===== src/rtl/register_file_2r1w_if.sv =====
// Bus bundle for the 2-read/1-write register file: write port, two read
// ports and the clear-sweep control/status.
interface register_file_2r1w_if #(
    parameter int DATA_W = 8,
    parameter int ADDR_W = 4
);
    logic              clr;
    logic              wr_en;
    logic [ADDR_W-1:0] wr_addr;
    logic [DATA_W-1:0] wr_data;
    logic              rd_en_a;
    logic [ADDR_W-1:0] rd_addr_a;
    logic [DATA_W-1:0] rd_data_a;
    logic              rd_en_b;
    logic [ADDR_W-1:0] rd_addr_b;
    logic [DATA_W-1:0] rd_data_b;
    logic              busy;

    modport master (
        output clr, wr_en, wr_addr, wr_data,
        output rd_en_a, rd_addr_a, rd_en_b, rd_addr_b,
        input  rd_data_a, rd_data_b, busy
    );

    modport slave (
        input  clr, wr_en, wr_addr, wr_data,
        input  rd_en_a, rd_addr_a, rd_en_b, rd_addr_b,
        output rd_data_a, rd_data_b, busy
    );
endinterface


===== src/rtl/register_file_2r1w.sv =====
// General-purpose register file with one write port and two registered read
// ports. Reads forward a same-cycle write (write-first). The storage array is
// not reset; a sweep FSM zeroes every entry after reset and on a clr pulse,
// and busy is high while it runs. ZERO_REG=1 hard-wires entry 0 to zero.
module register_file_2r1w #(
    parameter int DATA_W   = 8,
    parameter int ADDR_W   = 4,
    parameter int ZERO_REG = 0
) (
    input logic                 clk,
    input logic                 reset_n,
    register_file_2r1w_if.slave bus
);
    localparam int DEPTH = 1 << ADDR_W;
    localparam logic [ADDR_W-1:0] LAST_ADDR = {ADDR_W{1'b1}};

    typedef enum logic {
        CLEAR = 1'b0,
        IDLE  = 1'b1
    } state_t;

    state_t            state_q;
    state_t            state_d;
    logic [ADDR_W-1:0] clr_ptr_q;
    logic [ADDR_W-1:0] clr_ptr_d;
    logic [DATA_W-1:0] mem [DEPTH];
    logic              clearing;
    logic              wr_acc;
    logic [DATA_W-1:0] rd_next_a;
    logic [DATA_W-1:0] rd_next_b;
    logic [DATA_W-1:0] rd_data_a_p1;
    logic [DATA_W-1:0] rd_data_b_p1;

    function automatic logic is_zero_reg(input logic [ADDR_W-1:0] addr);
        return (ZERO_REG != 0) && (addr == '0);
    endfunction

    // Read-port mux: sweep and zero register force 0, an accepted write to
    // the same address wins over the stored value.
    function automatic logic [DATA_W-1:0] read_sel(
        input logic [ADDR_W-1:0] addr,
        input logic [DATA_W-1:0] stored,
        input logic              in_clear,
        input logic              fwd_en,
        input logic [ADDR_W-1:0] fwd_addr,
        input logic [DATA_W-1:0] fwd_data
    );
        if (in_clear || is_zero_reg(addr)) return '0;
        if (fwd_en && (fwd_addr == addr))  return fwd_data;
        return stored;
    endfunction

    assign clearing     = (state_q == CLEAR);
    assign wr_acc       = !clearing && bus.wr_en && !bus.clr && !is_zero_reg(bus.wr_addr);
    assign bus.busy     = clearing;
    assign bus.rd_data_a = rd_data_a_p1;
    assign bus.rd_data_b = rd_data_b_p1;

    // Sweep FSM state and pointer registers.
    always_ff @(posedge clk or negedge reset_n) begin
        if (!reset_n) begin
            state_q   <= CLEAR;
            clr_ptr_q <= '0;
        end else begin
            state_q   <= state_d;
            clr_ptr_q <= clr_ptr_d;
        end
    end

    // Sweep FSM next state: a clr pulse always restarts the sweep from entry 0.
    always_comb begin
        state_d   = state_q;
        clr_ptr_d = clr_ptr_q;
        case (state_q)
            CLEAR: begin
                if (bus.clr) begin
                    clr_ptr_d = '0;
                end else if (clr_ptr_q == LAST_ADDR) begin
                    state_d   = IDLE;
                    clr_ptr_d = '0;
                end else begin
                    clr_ptr_d = clr_ptr_q + 1'b1;
                end
            end
            IDLE: begin
                if (bus.clr) begin
                    state_d   = CLEAR;
                    clr_ptr_d = '0;
                end
            end
            default: begin
                state_d   = CLEAR;
                clr_ptr_d = '0;
            end
        endcase
    end

    // Storage array: sweep writes zero, otherwise accepted writes land here.
    always_ff @(posedge clk) begin
        if (clearing) begin
            mem[clr_ptr_q] <= '0;
        end else if (wr_acc) begin
            mem[bus.wr_addr] <= bus.wr_data;
        end
    end

    // Next read values for both ports, with write-first forwarding.
    always_comb begin
        rd_next_a = read_sel(bus.rd_addr_a, mem[bus.rd_addr_a], clearing,
                             wr_acc, bus.wr_addr, bus.wr_data);
        rd_next_b = read_sel(bus.rd_addr_b, mem[bus.rd_addr_b], clearing,
                             wr_acc, bus.wr_addr, bus.wr_data);
    end

    // Registered read outputs; a disabled port holds its last value.
    always_ff @(posedge clk or negedge reset_n) begin
        if (!reset_n) begin
            rd_data_a_p1 <= '0;
            rd_data_b_p1 <= '0;
        end else begin
            if (bus.rd_en_a) rd_data_a_p1 <= rd_next_a;
            if (bus.rd_en_b) rd_data_b_p1 <= rd_next_b;
        end
    end
endmodule


===== src/flat_wrapper.sv =====
// flat-port wrapper written by rule: the top's interface ports become plain ports
module register_file_2r1w_flat 
#(
    parameter int DATA_W   = 8,
    parameter int ADDR_W   = 4,
    parameter int ZERO_REG = 0
)
  (clk, reset_n, bus_clr, bus_wr_en, bus_wr_addr, bus_wr_data, bus_rd_en_a, bus_rd_addr_a, bus_rd_en_b, bus_rd_addr_b, bus_rd_data_a, bus_rd_data_b, bus_busy);
  register_file_2r1w_if #(.DATA_W(DATA_W), .ADDR_W(ADDR_W)) bus_i ();
  input logic clk;
  input logic reset_n;
  input wire logic [$bits(bus_i.clr)-1:0] bus_clr;
  input wire logic [$bits(bus_i.wr_en)-1:0] bus_wr_en;
  input wire logic [$bits(bus_i.wr_addr)-1:0] bus_wr_addr;
  input wire logic [$bits(bus_i.wr_data)-1:0] bus_wr_data;
  input wire logic [$bits(bus_i.rd_en_a)-1:0] bus_rd_en_a;
  input wire logic [$bits(bus_i.rd_addr_a)-1:0] bus_rd_addr_a;
  input wire logic [$bits(bus_i.rd_en_b)-1:0] bus_rd_en_b;
  input wire logic [$bits(bus_i.rd_addr_b)-1:0] bus_rd_addr_b;
  output wire logic [$bits(bus_i.rd_data_a)-1:0] bus_rd_data_a;
  output wire logic [$bits(bus_i.rd_data_b)-1:0] bus_rd_data_b;
  output wire logic [$bits(bus_i.busy)-1:0] bus_busy;
  assign bus_i.clr = bus_clr;
  assign bus_i.wr_en = bus_wr_en;
  assign bus_i.wr_addr = bus_wr_addr;
  assign bus_i.wr_data = bus_wr_data;
  assign bus_i.rd_en_a = bus_rd_en_a;
  assign bus_i.rd_addr_a = bus_rd_addr_a;
  assign bus_i.rd_en_b = bus_rd_en_b;
  assign bus_i.rd_addr_b = bus_rd_addr_b;
  assign bus_rd_data_a = bus_i.rd_data_a;
  assign bus_rd_data_b = bus_i.rd_data_b;
  assign bus_busy = bus_i.busy;
  register_file_2r1w #(.DATA_W(DATA_W), .ADDR_W(ADDR_W), .ZERO_REG(ZERO_REG)) u_core (.clk(clk), .reset_n(reset_n), .bus(bus_i));
endmodule

===== config.mk =====
export PLATFORM = sky130hd
export DESIGN_NAME = register_file_2r1w_flat
export DESIGN_NICKNAME = d
export VERILOG_FILES = /design/src/rtl/register_file_2r1w_if.sv /design/src/rtl/register_file_2r1w.sv /design/src/flat_wrapper.sv
export SDC_FILE = /design/constraint.sdc
export NUM_CORES = 1
export LEC_CHECK = 0
export BUFFER_PORTS_ARGS = -buffer_cell sky130_fd_sc_hd__clkbuf_2
export CAP_MARGIN = 10
export CORE_UTILIZATION = 52
export CTS_CLUSTER_SIZE = 24
export DETAILED_ROUTE_END_ITERATION = 12
export GPL_TIMING_DRIVEN = 0
export PLACE_DENSITY = 0.85
export SLEW_MARGIN = 10
export SYNTH_ARGS = -nofsm -noshare
export SYNTH_HDL_FRONTEND = slang
export SYNTH_SLANG_ARGS = --single-unit
export TNS_END_PERCENT = 5

===== constraint.sdc =====
create_clock -name clk -period 1.8 [get_ports clk]
set_clock_uncertainty 0.05 [all_clocks]
set_input_delay 0.09 -clock clk [delete_from_list [all_inputs] [get_ports clk]]
set_output_delay 0.09 -clock clk [all_outputs]
set_load 0.01 [all_outputs]

Word-level counts from Yosys, hierarchy flattened --
Memory sizes are Yosys's and may differ from the RTL's. Index checks and enable logic that the tools add are counted.
Storage, ports and cells: RAM bits 128, output and inout bits 17, memories 1, register bits 21
Cells by class: eq/ne operators 4, reductions and logical operators 6, mux-type cells 26, bitwise logic cells 1, add/sub/neg operators 1
Memory list:
- u_core.mem | depth 16, width 8, rd ports 2, clocked after memory_dff 0, wr ports 1, line register_file_2r1w.sv:26 | logic [DATA_W-1:0] mem [DEPTH];
Operators with widths (number):
- 8-bit 2-to-1 mux | 8
- 4-bit 2-to-1 mux | 4
- 1-bit 2-to-1 mux | 12
- 4-bit equality test | 2
- 4-bit case mux with 2 select lines | 1
- 8-bit OR reduction | 1
- 4-bit by 1-bit adder with 4-bit output, second input constant | 1
- 4-bit equality test, second input constant | 1
- 1-bit logical AND | 4
- 2-bit inequality test, second input constant | 1
- 1-bit case mux with 2 select lines | 1
- 1-bit logical NOT | 1
- 1-bit NOT | 1

Logic depth before layout (Yosys ltp) --
Gate-level depths: netlist (run 1).
word-level depth 7, gate-level depth with buffers 6, mapped depth without buffers 4

Least setup slack after synthesis (run 1) --
No wires, ideal clock.
path kind register to register, start point register u_core.state_q, end point memory u_core.mem[2][0], enable pin, required time 1380 ps, path buffers 2, setup slack -192 ps, cell stages (with the launch flop) 6, arrival 1572 ps, setup time 370 ps, cells stage by stage dfrtp_1 and3b_1 clkbuf_1 clkbuf_1 a31oi_1 nor2_1
On the way: cells in the longest elaborated chain, start to end 7
RTL lines:
- start: declaration | line register_file_2r1w.sv:22 | state_t state_q;
- start signal: assignment | line register_file_2r1w.sv:65 | state_q <= state_d;
- 1-bit logical AND (2 in a row) | line register_file_2r1w.sv:54 | assign wr_acc = !clearing && bus.wr_en && !bus.clr && !is_zero_reg(bus.wr_addr);
- 1-bit 2-to-1 mux | line register_file_2r1w.sv:102 | end else if (wr_acc) begin
- 1-bit 2-to-1 mux | line register_file_2r1w.sv:100 | if (clearing) begin
- 1-bit 2-to-1 mux (not written as such) | line register_file_2r1w.sv:103 | mem[bus.wr_addr] <= bus.wr_data;
- 8-bit OR reduction (no source line)
- 4-bit 2-to-1 mux (no source line) / 1-bit 2-to-1 mux (equally long branches)
- end: declaration | line register_file_2r1w.sv:26
Several ways; a longest one is shown, not always the timed one.

==> results of run 1 <==
critical path, delay by kind of cell (launching register included):
family | cells | cell delay, ns
flip-flops | 1 | 0.39
AND/OR/NAND/NOR | 1 | 0.18
multiplexers | 1 | 0.53
AO/OA/AOI/OAI | 2 | 0.66
final cells by class:
cell class	instances	area [µm²]	share of cell area
Buffer	25	234.0	0.02606
Clock buffer	18	429.2	0.04780
Clock inverter	14	112.6	0.01254
Inverter	5	18.77	0.002091
Multi-Input combinational cell	225	3004	0.3346
Sequential cell	149	4369	0.4867
Tap cell	176	220.2	0.02453
Timing Repair Buffer	64	589.3	0.06564
cells in the final DEF (no fill, tap or decap), types with 2 or more instances in the layout:
| cell | n |
|---|---|
| clkinvlp_4 | 5 |
| and2b_1 | 2 |
| buf_4 | 2 |
| clkbuf_16 | 17 |
| clkbuf_1 | 5 |
| buf_12 | 18 |
| clkbuf_2 | 41 |
| inv_1 | 5 |
| edfxtp_1 | 128 |
| xor2_1 | 8 |
| dlygate4sd3_1 | 10 |
| and2_2 | 8 |
| a31oi_4 | 7 |
| buf_6 | 7 |
| nand2_1 | 15 |
| clkinv_1 | 2 |
| a21oi_1 | 4 |
| a22oi_1 | 18 |
| a22oi_2 | 14 |
| nor2_4 | 16 |
| and2_1 | 2 |
| nor3b_2 | 2 |
| mux4_2 | 27 |
| nand2_2 | 3 |
| nor3b_4 | 2 |
| clkinv_2 | 4 |
| a221o_1 | 16 |
| buf_2 | 3 |
| mux4_1 | 36 |
| nor4_1 | 2 |
| mux2i_1 | 2 |
| dfrtp_1 | 21 |
| nor2_1 | 7 |
| clkdlybuf4s25_2 | 3 |
| nor2b_1 | 19 |
path summary, 6_finish.rpt:
path                                                          start                             endpoint  slack (ns)  cells past startpoint
worst max-delay path                    u_core.mem[13][3]$_DFFE_PP_  u_core.bus.rd_data_a[3]$_DFFE_PN0P_       -0.12                      4
worst min-delay path                                    bus_rd_en_b  u_core.bus.rd_data_b[0]$_DFFE_PN0P_        0.08                      3
worst max register to register          u_core.mem[13][3]$_DFFE_PP_  u_core.bus.rd_data_a[3]$_DFFE_PN0P_       -0.12                      4
worst min register to register  u_core.bus.rd_data_b[3]$_DFFE_PN0P_  u_core.bus.rd_data_b[3]$_DFFE_PN0P_        0.56                      2
max in group asynchronous                                   reset_n  u_core.bus.rd_data_b[0]$_DFFE_PN0P_        1.23                      2
min in group asynchronous                                   reset_n             u_core.state_q$_DFF_PN0_        0.12                      2
cells in the mapped netlist (4+ instances only):
master	n
a31oi_1	8
a221o_1	16
dfrtp_1	21
xor2_1	8
and2_1	10
a22oi_1	32
buf_6	6
nor2b_1	19
nand2_1	18
nor2_1	24
clkbuf_1	10
edfxtp_1	128
mux4_1	43
a21oi_1	4
mux4_2	20
inv_1	5
power by group:
group	internal, W	switching [W]
sequential	0.00378	0.0000500
clock	0.00188	0.00139
combinational	0.000333	0.000430
kinds of logic after synthesis:
kind of cell             count (synthesis)
XOR/XNOR                                 9
flip-flops                             149
AND/OR/NAND/NOR                         87
AO/OA/AOI/OAI                           62
multiplexers                            66
adder cells (fa/ha/maj)                  1
buffers and inverters                   30
state kept, by name, summed over array words and instances, names as in the netlist:
register,count
u_core.bus.rd_data_a,8
u_core.mem,128
u_core.clr_ptr_q,4
u_core.bus.rd_data_b,8
u_core.state_q,1
metal layers:
layer | routed length [µm] | track usage | vias up | share of wire
met5 | 0 | 0 | - | 0
met4 | 1180 | 0.1563 | 0 | 0.055
met3 | 2690 | 0.06226 | 85 | 0.13
met2 | 10130 | 0.4490 | 490 | 0.48
met1 | 7271 | 0.3727 | 2362 | 0.34
li1 | - | - | 1890 | -
per-stage QoR:
step           hold slack (ns)  cells  area (µm²)  total power, W   TNS, ns
3_5_place_dp           0.03502    618        7671        0.004434    -68.63
4_1_cts                0.04588    668        8746        0.007741    -7.045
3_3_place_gp           0.02186    618        7671        0.004412    -54.96
6_report               0.07623    676        8977        0.007864    -6.219
2_1_floorplan          -0.2556    404        7261        0.004235  -0.05465
5_1_grt                0.09957    676        8977        0.008008    -8.962
what timing repair did:
item,in CTS,in global routing
hold buffers,10,0
setup buffers,8,8
setup endpoints to repair,268,160
gates resized for setup,68,30
pin swaps,15,22
endpoints found under the hold margin,42,0
==> key figures, run 1 <==
STA
  • Hold Vio Cnt, Final: 0
  • Max-Slew Margin vs Limit: 0.4159
  • Final setup viols: approximately 130
  • FMAX: 0.5201 GHz
  • Worst slew pin tran: roughly 0.88 ns
  • Final worst slack: -0.1227 ns
  • Max-slew violation count: 0
  • RSZ-0062 raised after global routing: yes
  • Crit path time final: 1.923 ns
  • Tcrit/Tclk final: 1.068

Floorplanning
  • CORE AREA: 0.01340 mm²
  • Initial Utilization: 0.5403
  • Die Wd: between 100 and 150 µm
  • Die area: 0.01440 mm²
  • FP Rows: 42
  • Die Y: approximately 120 µm
  • Top Ports: 43

Placed design
  • GP Congestion: ~1
  • Input/output buffers: 38
  • Post-place setup slack: -0.6650 ns
  • HPWL after DPL: around 12 mm

Drt
  • Initial DRC Count: 886
  • Vias per inst: 7.141
  • Final WL: 21.28 mm
  • DR pass1 iterations: 6
  • Via count: about 4800
  • Routed Antenna Nets: 0
  • DRC: 0
  • Routed WL per cell: about 31 µm

Power and ir drop
  • Worst VDD drop: around 790 µV
  • P per Cell Area: 876.0 mW/mm²
  • Leakage power: 3.451 nW

Global routing
  • GR Overflow Total: 0
  • Largest net degree at the start of global routing: 22
  • Total GRT Usage: 0.2858
  • Vias in the first global route: 4643
  • Initial antenna violation count: 0
  • Global-route wire length before repair: ~29 mm

Cells and area
  • Area grow syn2layout: 23.98%
  • # diodes: 0
  • Final core occ: 0.6699
  • Layout cell share with drive strength beyond 1: 0.3760
  • Nets: roughly 510
  • Fill cells: 761

Yosys
  • Top FF cell, synth: edfxtp_1
  • Largest family of logic cells by synthesized area: multiplexers
  • Post-synthesis mux area share: 0.2245
  • Mapped Area: 0.007241 mm²
  • Synth Area per Inst: roughly 18 µm²
  • Syn Nets: ~430
  • Number of enable flip-flop cells after synthesis: approximately 130
  • Synth cell types: 37
  • Sequential share of the synthesized area: 0.6034
  • Asr flop ratio synth: 0.1409
  • Compound-cell area share of the yosys netlist: 0.06687
  • Synthesis Warnings: 0
  • #FFs+latches synth: about 150
  • Share of the synthesized area in the top cell type: 0.5308
  • Synth top area cells: edfxtp_1, mux4_1, dfrtp_1, mux4_2, a22oi_1
  • Post-Syn Instances: 404
  • Post-Synth Simple-Gate Area: 0.06290
  • Post-Synth Adder-Cell Area: 0.001728
  • Yosys top cell by area: edfxtp_1
  • XOR/XNOR Fraction of Synth Area: 0.01089

Critical path
  • CP max stage cell: mux4_2
  • Worst path required time: 2.05 ns
  • Worst setup EP type: flop
  • CP Launch Type: flop
  • Crit path kind: flop to flop
  • Crit-path cells: mux4_2 > a22oi_2 > nand2_1 > a221o_1
  • CP arrival: approximately 2.2 ns
  • CP peak stage delay: between 0.5 and 0.6 ns
  • Crit path max fanout: 2

Clocking
  • Skew-Pair Late Insertion Delay: around 0.43 ns
  • CTS tree: done
  • CTS H-tree depth: 4
  • Max Root-Sink Buffers: 2
  • CTS root buffer: clkbuf_16
  • Clock Sinks: 149
  • CTS buffer count: 17
  • Clock transition at path regs: around 0.06 ns

Outcome
  • Failing checks: setup timing
  • Status: finished with violations

Job
  • Max cap viols: 0

Hold path
  • Worst hold path type: primary input to flop
Power figures use the tool's default switching activity.
==> run 2: changes to the inputs <==
- clock period: 1.8 -> 1.7 ns (I/O delays scaled with it)
==> run 2 against run 1 <==
Compared with the run above: the run still ends with setup timing left; clock-buffer cell count increased by 1; register-to-register slack worse by 0.17 ns; wire length rose by 20%; total power rose by 13%; fmax is 3.7% lower; non-clock buffer count is 13 higher; sequential power up 6.0%; clock power grew 20%; worst setup slack worse by 0.17 ns; critical endpoint is now u_core.bus.rd_data_b[7]$_DFFE_PN0P_.
==> key figures, run 2 (same netlist as run 1, synthesis figures left out) <==
Drt
  • Initial DRC Count: 1090 (+23%)
  • Final WL: 25.46 mm (+20%)
  • DRC: 0 (unchanged)
  • Vias per inst: 7.801 (+9.3%)
  • Routed Antenna Nets: 0 (unchanged)
  • DR pass1 iterations: 6 (unchanged)
  • Routed WL per cell: 36.90 µm (+17%)
  • Via count: 5383 (+12%)

Critical path
  • Crit path max fanout: 2 (unchanged)
  • CP arrival: 2.27 ns (+0.09 ns)
  • CP peak stage delay: 0.54 ns (about the same)
  • CP max stage cell: mux4_1
  • Worst setup EP type: flop
  • Reg2Reg Setup Slack: -0.30 ns (-0.17 ns)
  • CP Launch Type: flop
  • Crit path kind: flop to flop
  • Crit-path cells: mux4_1 > a22oi_2 > nand2_1 > a221o_1
  • Reg2reg end: u_core.bus.rd_data_b[7]$_DFFE_PN0P_
  • Worst path top cell family by delay: compound AO/OA/AOI/OAI gates
  • Worst path required time: 1.98 ns (-0.07 ns)
  • R2R cell count: 4 (unchanged)
  • Start of the worst register-to-register path: u_core.mem[12][7]$_DFFE_PP_
  • CP Buf/Inv Count: 0 (unchanged)

Power and ir drop
  • Total Power: 0.008861 W (+13%)
  • P per Cell Area: 965.6 mW/mm² (+10%)
  • Worst VDD drop: 833.4 µV (+5.6%)
  • Leakage power: 3.519 nW (+2.0%)

Clocking
  • CTS root buffer: clkbuf_16
  • Clock Sinks: 149 (unchanged)
  • CTS tree: done
  • Skew-Pair Late Insertion Delay: 0.44 ns (about the same)
  • Max Root-Sink Buffers: 2 (unchanged)
  • Clock transition at path regs: 0.08 ns (+0.02 ns)
  • CTS buffer count: 17 (unchanged)
  • CTS H-tree depth: 4 (unchanged)

Floorplanning
  • Top Ports: 43 (unchanged)
  • Die Y: 120 µm (unchanged)
  • Die area: 0.01440 mm² (unchanged)
  • Die Wd: 120 µm (unchanged)
  • CORE AREA: 0.01340 mm² (unchanged)
  • Initial Utilization: 0.5403 (unchanged)
  • FP Rows: 42 (unchanged)

STA
  • Hold Vio Cnt, Final: 0 (unchanged)
  • Tcrit/Tclk final: 1.175 (+0.1066)
  • Max-slew violation count: 0 (unchanged)
  • FMAX: 0.5007 GHz (-3.7%)
  • Max-Slew Margin vs Limit: 0.3490 (-0.06681)
  • Crit path time final: 1.997 ns (+0.07438 ns)
  • Worst slew pin tran: 0.9728 ns (+0.09662 ns)
  • RSZ-0062 raised after global routing: yes
  • Hold slack final: 0.06526 ns (-0.01097 ns)
  • Final worst slack: -0.2971 ns (-0.1744 ns)
  • Final setup viols: 144 (+15%)

Global routing
  • Initial antenna violation count: 1 (+1)
  • Global-route wire length before repair: 35.36 mm (+24%)
  • Vias in the first global route: 5173 (+11%)
  • Largest net degree at the start of global routing: 22 (unchanged)
  • Total GRT Usage: 0.3632 (+0.07736)
  • GR Overflow Total: 0 (unchanged)

Outcome
  • Failing checks: setup timing
  • Status: finished with violations

Job
  • Max cap viols: 0 (unchanged)

Hold path
  • Hold Path End: u_core.bus.rd_data_a[1]$_DFFE_PN0P_
  • Hold path start: bus_rd_en_a
  • Worst hold path type: primary input to flop
  • WHS Path Cells: 3 (unchanged)

Cells and area
  • Layout cell share with drive strength beyond 1: 0.4152 (+0.03920)
  • Top reg by flops: u_core.mem
  • Most common library cell in the layout ignoring fill and taps: edfxtp_1
  • Area grow syn2layout: 26.73%
  • Max reg flops: 128 (unchanged)
  • Nets: 527 (+2.5%)
  • Commonest non-fill, non-tap cells in the layout: edfxtp_1, clkbuf_2, mux4_2, mux4_1

Placed design
  • GP Congestion: 0.9801 (-0.11%)
  • HPWL after DPL: 12.21 mm (+1.7%)
  • Input/output buffers: 38 (unchanged)
## run 2: changes by cell type in the layout (fill, tap and decap cells not counted), sizes merged
cell	delta
clkbuf	+3
buf	+11
clkinv	-3
bufinv	+2
diode	+1
## run 2: repair_timing
item,4_1_cts,5_1_grt
pin swaps,38,12
hold buffers,10,0
setup buffers,22,6
gates cloned,1,0
endpoints found under the hold margin,42,0
resized for setup,92,21
setup endpoints to repair,272,144
## run 2: area by class of cell
type | instances | area, µm²
diodes | 1 | 2.502
plain buffers | 25 | 226.5
clock buffers | 19 | 432.9
clock inverters | 13 | 157.7
fillers | 730 | 4224
inverters | 5 | 18.77
multi-input cells | 225 | 3027
flip-flops and latches | 149 | 4369
well taps | 176 | 220.2
repair buffers | 77 | 721.9
## run 2: worst max path at each step
stage	startpoint	to	slack (ns)	cells after the start
CTS	u_core.state_q$_DFF_PN0_	u_core.mem[6][6]$_DFFE_PP_	-0.11	7
finish	u_core.mem[12][7]$_DFFE_PP_	u_core.bus.rd_data_b[7]$_DFFE_PN0P_	-0.30	4
global placement	bus_rd_addr_a[3]	u_core.bus.rd_data_a[2]$_DFFE_PN0P_	-0.67	6
detailed placement	bus_rd_addr_a[3]	u_core.bus.rd_data_a[2]$_DFFE_PN0P_	-0.74	6
global route	u_core.mem[13][7]$_DFFE_PP_	u_core.bus.rd_data_a[7]$_DFFE_PN0P_	-0.33	4
floorplan	u_core.state_q$_DFF_PN0_	u_core.mem[9][0]$_DFFE_PP_	-0.10	5
## run 2: metrics by stage
stage,instance area (µm²),util,setup TNS [ns],std cells,setup slack [ns]
after floorplan,7278,-,-5.966,404,-0.1023
after global placement,7689,0.5738,-85.96,618,-0.6728
after detailed placement,7689,0.5738,-96.68,618,-0.7355
after CTS,9107,0.6796,-8.973,683,-0.1088
after global routing,9174,0.6846,-27.67,689,-0.3336
final,9176,0.6848,-25.39,690,-0.2971
## run 2: routing by layer
layer  vias up  part of all wire  GRT usage
met5         -           0.00051          0
met2       704              0.46     0.5672
met4         2             0.083     0.2344
li1       1907                 -          -
met1      2594              0.32     0.4416
met3       176              0.14     0.1074
## run 2: report_power, final
part	switching, W	total [W]	internal, W
registers	0.0000583	0.00406	0.00400
logic	0.000504	0.000889	0.000385
clock network	0.00161	0.00391	0.00230
total	0.00217	0.00886	0.00669
## run 2: worst min-delay path: stages
cell and delay [ns]:
clkbuf_2 0.18, nor2b_1 0.14, a221o_1 0.11
==> run 3: changes to the inputs <==
- CORE_MARGIN: unset -> 4
- PLACE_DENSITY: 0.85 -> 0.82
- clock period: 1.7 -> 2 ns (I/O delays scaled with it)
==> run 3 against run 2 <==
Compared with the run above: the run still ends with setup timing left; clock-buffer cell count shrank 1; worst setup slack gained 0.21 ns; final area shrank 4.5%; sequential power shrank 15%; sequential share of layout area grew 2.3 points; critical path depth is the same; non-clock buffer count shrank 19; sequential cell count is the same.
==> key figures, run 3 (same netlist as run 1, synthesis figures left out) <==
Outcome
  • Status: finished with violations
  • Failing checks: setup timing

Critical path
  • CP max stage cell: mux4_1
  • CP Launch Type: flop
  • Worst setup EP type: flop
  • CP arrival: 2.34 ns (+0.07 ns)
  • Crit path kind: flop to flop
  • CP Buf/Inv Count: 0 (unchanged)
  • Worst path top cell family by delay: compound AO/OA/AOI/OAI gates
  • CP peak stage delay: 0.56 ns (+0.02 ns)
  • Crit-path cells: mux4_1 > a22oi_1 > nand2_1 > a221o_1
  • Crit path max fanout: 2 (unchanged)
  • Worst path required time: 2.25 ns (+0.27 ns)

STA
  • Crit path time final: 2.085 ns (+0.08784 ns)
  • RSZ-0062 raised after global routing: yes
  • FMAX: 0.4796 GHz (-4.2%)
  • Tcrit/Tclk final: 1.042 (-0.1323)
  • Hold Vio Cnt, Final: 0 (unchanged)
  • Max-Slew Margin vs Limit: 0.4147 (+0.06561)
  • Final setup viols: 69 (-52%)
  • Worst slew pin tran: 0.8748 ns (-0.09805 ns)
  • Max-slew violation count: 0 (unchanged)
  • Final worst slack: -0.08495 ns (+0.2122 ns)

Floorplanning
  • Top Ports: 43 (unchanged)
  • CORE AREA: 0.01345 mm² (+0.39%)
  • Die area: 0.01588 mm² (+10%)
  • Initial Utilization: 0.5382 (-0.002111)
  • FP Rows: 42 (unchanged)
  • Die Wd: 126 µm (+5.0%)
  • Die Y: 126 µm (+5.0%)

Cells and area
  • Final non-filler cell area: 0.008762 mm² (-4.5%)
  • Top reg by flops: u_core.mem
  • Nets: 508 (-3.6%)
  • Most common library cell in the layout ignoring fill and taps: edfxtp_1
  • Area grow syn2layout: 21.01%
  • Non-Filler Instances: 670 (-2.9%)
  • Final core occ: 0.6513 (-0.03346)
  • Fill cells: 842 (+15%)
  • Commonest non-fill, non-tap cells in the layout: edfxtp_1, mux4_1, clkbuf_2, a22oi_1, dfrtp_1
  • Max reg flops: 128 (unchanged)
  • Layout cell share with drive strength beyond 1: 0.3117 (-0.1035)
  • # diodes: 0 (-1)

Global routing
  • Largest net degree at the start of global routing: 22 (unchanged)
  • Vias in the first global route: 4828 (-6.7%)
  • Initial antenna violation count: 0 (-1)
  • Global-route wire length before repair: 30.37 mm (-14%)
  • Total GRT Usage: 0.2648 (-0.09841)
  • GR Overflow Total: 0 (unchanged)

Drt
  • Routed WL per cell: 31.25 µm (-15%)
  • DR pass1 iterations: 6 (unchanged)
  • Initial DRC Count: 773 (-29%)
  • DRC: 0 (unchanged)
  • Via count: 4802 (-11%)
  • Final WL: 20.94 mm (-18%)
  • Routed Antenna Nets: 0 (unchanged)
  • Vias per inst: 7.167 (-8.1%)

Placed design
  • Cell count after placement: 618 (unchanged)
  • HPWL after DPL: 12.59 mm (+3.1%)
  • GP Congestion: 0.9715 (-0.88%)
  • Post-place setup slack: -0.7921 ns (-0.05669 ns)
  • Post-DP Area: 0.007651 mm² (-0.49%)
  • Input/output buffers: 38 (unchanged)

Power and ir drop
  • Internal power: 0.005622 W (-16%)
  • Worst VDD drop: 598.7 µV (-28%)
  • Seq pwr share: 0.473 (+0.015)
  • Total Power: 0.007270 W (-18%)
  • Leakage power: 3.449 nW (-2.0%)
  • Sw frac: 0.2266 (-0.01865)
  • Comb power frac: 0.087 (-0.013)
  • P per Cell Area: 829.7 mW/mm² (-14%)
  • Net switching power: 0.001648 W (-24%)
  • Clock share of power: 0.440 (about the same)

Job
  • Max cap viols: 0 (unchanged)

Hold path
  • Worst hold path type: primary input to flop

Clocking
  • Clock Sinks: 149 (unchanged)
  • CTS tree: done
  • Clock transition at path regs: 0.06 ns (-0.02 ns)
  • CTS buffer count: 17 (unchanged)
  • Max Root-Sink Buffers: 2 (unchanged)
  • Skew-Pair Late Insertion Delay: 0.42 ns (-0.02 ns)
  • CTS H-tree depth: 4 (unchanged)
  • CTS root buffer: clkbuf_16
[run 3: final cells by class]
cell class,count,area (µm²),area share
flip-flops and latches,149,4369,0.4986
multi-input cells,225,2880,0.3287
repair buffers,58,478.0,0.05455
clock buffers,18,429.2,0.04898
well taps,176,220.2,0.02513
plain buffers,25,205.2,0.02342
clock inverters,14,161.4,0.01842
inverters,5,18.77,0.002142
[run 3: path summary, 6_finish.rpt]
check / startpoint / end / slack [ns] / cells after the start
min in group asynchronous: reset_n / u_core.clr_ptr_q[0]$_DFFE_PN0P_ / 0.13 / 2
min: bus_rd_en_b / u_core.bus.rd_data_b[7]$_DFFE_PN0P_ / 0.06 / 3
max in group asynchronous: reset_n / u_core.clr_ptr_q[1]$_DFFE_PN0P_ / 1.43 / 2
max reg2reg: u_core.mem[5][0]$_DFFE_PP_ / u_core.bus.rd_data_b[0]$_DFFE_PN0P_ / -0.08 / 4
max: u_core.mem[5][0]$_DFFE_PP_ / u_core.bus.rd_data_b[0]$_DFFE_PN0P_ / -0.08 / 4
min reg2reg: u_core.bus.rd_data_b[7]$_DFFE_PN0P_ / u_core.bus.rd_data_b[7]$_DFFE_PN0P_ / 0.57 / 2
[run 3: stage by stage]
step	setup TNS (ns)	hold slack (ns)
2_1_floorplan	0	-0.2456
6_report	-0.8254	0.06428
4_1_cts	-6.113	0.06896
5_1_grt	-9.174	0.07609
3_3_place_gp	-66.09	0.03209
3_5_place_dp	-90.84	0.04620
[run 3: power by group through the flow]
stage	Clock [W]	Combinational [W]	Sequential (W)
floorplan	0	0.000323	0.00348
finish	0.00320	0.000634	0.00344
global route	0.00334	0.000647	0.00344
CTS	0.00319	0.000587	0.00343
global placement	0	0.000484	0.00349
detailed placement	0	0.000498	0.00350
[run 3: worst register-to-register path, cell delays in order, from the launching register on]
cell      delay [ns]
edfxtp_1        0.45
mux4_1          0.56
a22oi_1         0.41
nand2_1         0.16
a221o_1         0.34
[run 3: what timing repair did]
| item | 4_1_cts | 5_1_grt |
|---|---|---|
| pin swaps | 7 | 3 |
| buffers inserted | 8 | 2 |
| setup endpoints to repair | 257 | 226 |
| endpoints found under the hold margin | 42 | 0 |
| hold buffers | 10 | 0 |
| cloned | 0 | 0 |
| gates resized for setup | 35 | 27 |
[run 3: per-layer routing]
metal	up-vias	global-route usage	wire, µm	share of wire
li1	1881	-	-	-
met1	2361	0.3201	7065	0.34
met2	489	0.4335	10390	0.50
met3	71	0.06562	2379	0.11
met4	0	0.1565	1105	0.053
met5	-	0	0	0
